$ cat src/rtl/fifo_wr_arbiter.sv
// rtl/fifo_wr_arbiter.sv - round-robin packet arbiter for a shared FIFO write port
// Optional per-requester accepted-beat counters: define FIFO_ARB_STATS_EN.
module fifo_wr_arbiter #(
  parameter int NUM_REQ = 4,
  parameter int DATA_W  = 32,
  parameter int ID_W    = $clog2(NUM_REQ),
  parameter int CNT_W   = 16
) (
  input  logic                      clk,
  input  logic                      rst_n,
  input  logic [NUM_REQ-1:0]        req_valid,
  input  logic [NUM_REQ-1:0]        req_last,
  input  logic [NUM_REQ*DATA_W-1:0] req_data,
  output logic [NUM_REQ-1:0]        req_ready,
  output logic                      fifo_wr_en,
  output logic [DATA_W-1:0]         fifo_data_in,
  input  logic                      fifo_full,
  output logic [ID_W-1:0]           grant_id,
  output logic                      busy
`ifdef FIFO_ARB_STATS_EN
  ,
  input  logic                      stat_clr,
  output logic [NUM_REQ*CNT_W-1:0]  stat_cnt
`endif
);

  typedef enum logic {IDLE, LOCK} state_t;

  state_t          r_state;
  logic [ID_W-1:0] r_rr_ptr;
  logic [ID_W-1:0] r_owner;

  state_t          w_state_nxt;
  logic [ID_W-1:0] w_rr_ptr_nxt;
  logic [ID_W-1:0] w_owner_nxt;

  logic            w_found;
  logic [ID_W-1:0] w_winner;
  logic            w_sel_valid;
  logic [ID_W-1:0] w_sel_id;
  logic            w_accept;
  logic [ID_W-1:0] w_sel_plus1;

  // Round-robin search starting at rr_ptr; index wraps by explicit compare so
  // non-power-of-two requester counts never alias onto a missing requester.
  always_comb begin
    int idx;
    w_found  = 1'b0;
    w_winner = '0;
    idx      = 0;
    for (int k = 0; k < NUM_REQ; k++) begin
      idx = int'(r_rr_ptr) + k;
      if (idx >= NUM_REQ) idx = idx - NUM_REQ;
      if (!w_found && req_valid[idx]) begin
        w_found  = 1'b1;
        w_winner = idx[ID_W-1:0];
      end
    end
  end

  // State register: fsm, round-robin pointer and packet owner.
  always_ff @(posedge clk or negedge rst_n) begin
    if (!rst_n) begin
      r_state  <= IDLE;
      r_rr_ptr <= '0;
      r_owner  <= '0;
    end else begin
      r_state  <= w_state_nxt;
      r_rr_ptr <= w_rr_ptr_nxt;
      r_owner  <= w_owner_nxt;
    end
  end

  // Selection, write-port datapath and next-state decode.
  always_comb begin
    w_state_nxt  = r_state;
    w_rr_ptr_nxt = r_rr_ptr;
    w_owner_nxt  = r_owner;
    req_ready    = '0;
    fifo_wr_en   = 1'b0;
    fifo_data_in = '0;
    grant_id     = '0;
    busy         = 1'b0;

    if (r_state == LOCK) begin
      w_sel_valid = req_valid[r_owner];
      w_sel_id    = r_owner;
      grant_id    = r_owner;
      busy        = 1'b1;
    end else begin
      w_sel_valid = w_found;
      w_sel_id    = w_winner;
      grant_id    = w_found ? w_winner : '0;
    end

    // Full blocks everything, including taking a lock in IDLE.
    w_accept    = w_sel_valid && !fifo_full;
    w_sel_plus1 = (w_sel_id == ID_W'(NUM_REQ - 1)) ? '0 : w_sel_id + 1'b1;

    if (w_accept) begin
      fifo_wr_en          = 1'b1;
      req_ready[w_sel_id] = 1'b1;
      fifo_data_in        = req_data[w_sel_id*DATA_W +: DATA_W];
      if (req_last[w_sel_id]) begin
        w_state_nxt  = IDLE;
        w_rr_ptr_nxt = w_sel_plus1;
      end else begin
        w_state_nxt = LOCK;
        w_owner_nxt = w_sel_id;
      end
    end
  end

`ifdef FIFO_ARB_STATS_EN
  logic [CNT_W-1:0] r_cnt [NUM_REQ];

  // Saturating accepted-beat counters; clear takes priority over a beat.
  always_ff @(posedge clk or negedge rst_n) begin
    if (!rst_n) begin
      for (int i = 0; i < NUM_REQ; i++) r_cnt[i] <= '0;
    end else begin
      for (int i = 0; i < NUM_REQ; i++) begin
        if (stat_clr)
          r_cnt[i] <= '0;
        else if (req_ready[i] && (r_cnt[i] != '1))
          r_cnt[i] <= r_cnt[i] + 1'b1;
      end
    end
  end

  // Flatten counters onto the stats bus.
  always_comb begin
    stat_cnt = '0;
    for (int i = 0; i < NUM_REQ; i++) stat_cnt[i*CNT_W +: CNT_W] = r_cnt[i];
  end
`endif

endmodule
$ cat config.mk
export PLATFORM = sky130hd
export DESIGN_NAME = fifo_wr_arbiter
export DESIGN_NICKNAME = d
export VERILOG_FILES = /design/src/rtl/fifo_wr_arbiter.sv
export SDC_FILE = /design/constraint.sdc
export NUM_CORES = 1
export LEC_CHECK = 0
export ABC_AREA = 1
export CORE_ASPECT_RATIO = 0.6
export CORE_MARGIN = 8
export CORE_UTILIZATION = 31
export DETAILED_ROUTE_END_ITERATION = 10
export HOLD_SLACK_MARGIN = 0.08
export PLACE_DENSITY = 0.93
export SKIP_CTS_REPAIR_TIMING = 1
export SYNTH_ARGS = -nofsm -noshare
export SYNTH_HDL_FRONTEND = slang
export SYNTH_SLANG_ARGS = --single-unit
export TNS_END_PERCENT = 20
$ cat constraint.sdc
create_clock -name clk -period 3.1 [get_ports clk]
set_input_delay 0.31 -clock clk [delete_from_list [all_inputs] [get_ports clk]]
set_output_delay 0.31 -clock clk [all_outputs]
set_load 0.01 [all_outputs]
==> flow_metrics.py <==
metrics = {
    "run_status": {
        "run_status": "finished clean",
    },
    "worst_setup_path": {
        "r2r.worst_path.cells": 17,
        "critPathLaunchType": "flop",
        "critPathRequiredTime_ns": 2.79,
        "worstPathCellList": "buf_4 > nand2_1 > nand3_2 > nand2_2 > nor2_2 > nand3_1 > nand3_1 > nor2_2 > nor2_8 > nor3_4 > buf_4 > clkdlybuf4s50_1",
        "worst-path-buf-inv": 3,
        "critical-path-top-delay-family": "simple AND/OR/NAND/NOR gates",
        "r2r_setup_slack_ns": 0.77,
        "worst_setup_path_end_kind": "primary output",
        "timing.setup.critical_path_class": "flop to primary output",
        "rr_startpoint": "r_rr_ptr[0]",
        "worst_path_maximum_fanout": 11,
        "crit_slowest_cell": "sky130_fd_sc_hd__clkdlybuf4s50_1",
        "path_depth": 12,
        "worst_r2r_endpoint": "r_owner[0]",
        "timing.critical_path.arrival_ns": 2.69,
        "cp_slowest_stage_delay_ns": 0.56,
    },
    "timing": {
        "timing_max_transition_violations_final": 0,
        "timing.final.hold_violations": 0,
        "tightest_slew_ns": 0.378,
        "fin_tns_setup_ns": 0,
        "finalWorstPathRequiredPeriod_ns": 3.00,
        "fin_crit_sh_pct": 96.7,
        "skew_ns": 0.00258,
        "fmax_mhz": 333,
        "finalSetupViolations": 0,
        "final.hold.worst_slack_ns": 0.322,
        "final_critical_path_setup_slack_ns": 0.101,
        "timing.max_slew.rel_slack_pct": 74.7,
    },
    "global_route": {
        "globalRouteMet1Util_pct": 23.7,
        "number_of_global_route_vias_before_repair": 2850,
        "grt_antenna_before_repair": 0,
        "gr-usage-met2_pct": 39.2,
        "grt.busiest_layer": "met2",
        "globalRouteMet3Util_pct": 5.91,
        "track_usage_pct": 21.7,
        "grt_start_max_net_pins": 34,
        "grt_first_pass_wirelength_um": 13800,
        "grt_overflow_total": 0,
    },
    "die": {
        "coreArea_sq_um": 5030,
        "initial_core_util_pct": 32.0,
        "fp.dieArea_sq_um": 7830,
        "vertical_die_dimension_um": 71.8,
        "floorplan.io_pins": 179,
        "floorplan.rows": 20,
        "fp.dieW_um": 109,
    },
    "layout": {
        "layout_commonest_cell": "sky130_fd_sc_hd__clkdlybuf4s50_1",
        "flow.area_growth_from_synthesis_pct": 133,
        "antenna_cells_inserted": 0,
        "finalInstanceArea_sq_um": 3750,
        "final.fill_count": 390,
        "postLayoutCoreUtil_pct": 74.5,
        "final_cells": 576,
        "layout_common_cells": "sky130_fd_sc_hd__clkdlybuf4s50_1, sky130_fd_sc_hd__nand2_1, sky130_fd_sc_hd__nor2_1",
        "fin_nets": 651,
        "final_layout_size_suffix_gt1_share_pct": 11.6,
    },
    "route": {
        "drt-initial-drc-count": 183,
        "final_antenna_net_count": 0,
        "postRouteWirelength_um": 9920,
        "post_drt_wl_per_cell_um": 17.2,
        "post_drt_via_cell_ratio": 5.11,
        "vias": 2941,
        "drt_drc_violations_left": 0,
        "drt_first_pass_iters": 5,
    },
    "placed_design": {
        "gp_congestion": 0.902,
        "place_inst": 564,
        "pre_cts_ws_ns": -0.0899,
        "detailedPlacementHpwl_um": 7690,
        "dpl_cell_area_sq_um": 3520,
        "io_buffer_count": 178,
    },
    "synthesis": {
        "syn-num-nets": 464,
        "yosysSeqAreaShare_pct": 7.78,
        "mappedNetlistArea_sq_um": 1610,
        "yosysWarnings": 0,
        "postSynthRegisterBits": 5,
        "post_synth.cell_area_avg_sq_um": 4.97,
        "netlist-cell-type-count": 23,
        "number_of_instances_in_the_synthesized_netlist": 324,
    },
    "power": {
        "max-vdd-ir-drop_uv": 810,
        "power.density_nw_per_um2": 1040,
        "cellLeakagePower_nw": 2.12,
        "design_power_total_mw": 3.88,
    },
    "cts": {
        "cts-buffers-inserted": 3,
        "clockBufferDepth": 2,
        "cts.sinks": 5,
        "clock_latency_ns": 0.22,
        "ctsHtreeMaxLevel": 1,
        "clk_pin_slew_worst_paths_ns": 0.04,
        "clock_tree_from_tritoncts": "built",
        "cts_root_buf": "sky130_fd_sc_hd__clkbuf_8",
    },
    "flow_run": {
        "max-cap-violations": 0,
    },
    "worst_hold_path": {
        "timing.hold.worst.class": "input pin to async pin",
    },
}
## cells by family (layout without fill, tap and decap cells)
group,count (synthesis),in the layout,share of synthesized area [%]
flip-flops,5,5,7.78
buffers and inverters,34,220,9.56
AO/OA/AOI/OAI,25,25,10.4
adder cells (fa/ha/maj),1,1,0.777
AND/OR/NAND/NOR,259,259,71.5
## how the worst max path moves through the flow
stage            startpoint               end  slack (ns)
6_report        r_rr_ptr[0]      req_ready[0]        0.10
5_1_grt         r_rr_ptr[0]      req_ready[0]       -0.01
4_1_cts         r_rr_ptr[0]  fifo_data_in[13]       -0.23
3_5_place_dp   req_valid[3]  fifo_data_in[13]       -0.09
3_3_place_gp   req_valid[0]   fifo_data_in[9]        0.03
2_1_floorplan   r_rr_ptr[0]  fifo_data_in[21]        0.90
## area by class of cell
class                      instances  area [sq um]  area share (%)
clock inverter                     1          5.00           0.134
sequential                         5           128            3.41
timing repair buffer             199          2090            55.8
tap                               66          82.6            2.20
multi-input combinational        285          1330            35.6
clock buffer                       3          41.3            1.10
inverter                          17          66.3            1.77
## per-layer routing
metal	vias to the layer above	share of wire [%]
li1	1415	-
met3	30	11
met4	0	3.3
met5	-	0
met1	1299	36
met2	197	49
## Yosys cell counts
master / instances / area, sq um
sky130_fd_sc_hd__inv_1: 12 / 45.0
sky130_fd_sc_hd__nor3_4: 2 / 32.5
sky130_fd_sc_hd__nor2_2: 2 / 12.5
sky130_fd_sc_hd__nand3_1: 44 / 220
sky130_fd_sc_hd__nand2_1: 132 / 495
sky130_fd_sc_hd__clkbuf_1: 4 / 15.0
sky130_fd_sc_hd__ha_1: 1 / 12.5
sky130_fd_sc_hd__o21ai_0: 4 / 20.0
sky130_fd_sc_hd__o211ai_1: 17 / 128
sky130_fd_sc_hd__inv_2: 5 / 18.8
sky130_fd_sc_hd__nand2_4: 1 / 11.3
sky130_fd_sc_hd__nor2_8: 1 / 20.0
sky130_fd_sc_hd__or2_0: 1 / 6.26
sky130_fd_sc_hd__buf_4: 4 / 30.0
sky130_fd_sc_hd__nand3_2: 3 / 30.0
sky130_fd_sc_hd__dfrtp_1: 5 / 125
sky130_fd_sc_hd__a21oi_1: 2 / 10.0
sky130_fd_sc_hd__nand4_1: 2 / 12.5
sky130_fd_sc_hd__o21ai_1: 2 / 10.0
sky130_fd_sc_hd__buf_2: 9 / 45.0
sky130_fd_sc_hd__nor2_1: 54 / 203
sky130_fd_sc_hd__nand2_2: 1 / 6.26
sky130_fd_sc_hd__or2_2: 16 / 100
## flip-flops by register name, summed over array words and instances, names as in the netlist
name      count
r_rr_ptr      2
r_state       1
r_owner       2
## power breakdown
part	total, mW	internal, mW	switching [mW]
clock	0.120	0.0864	0.0333
combinational	3.60	1.68	1.92
sequential	0.162	0.102	0.0599
Power figures use the tool's default switching activity.
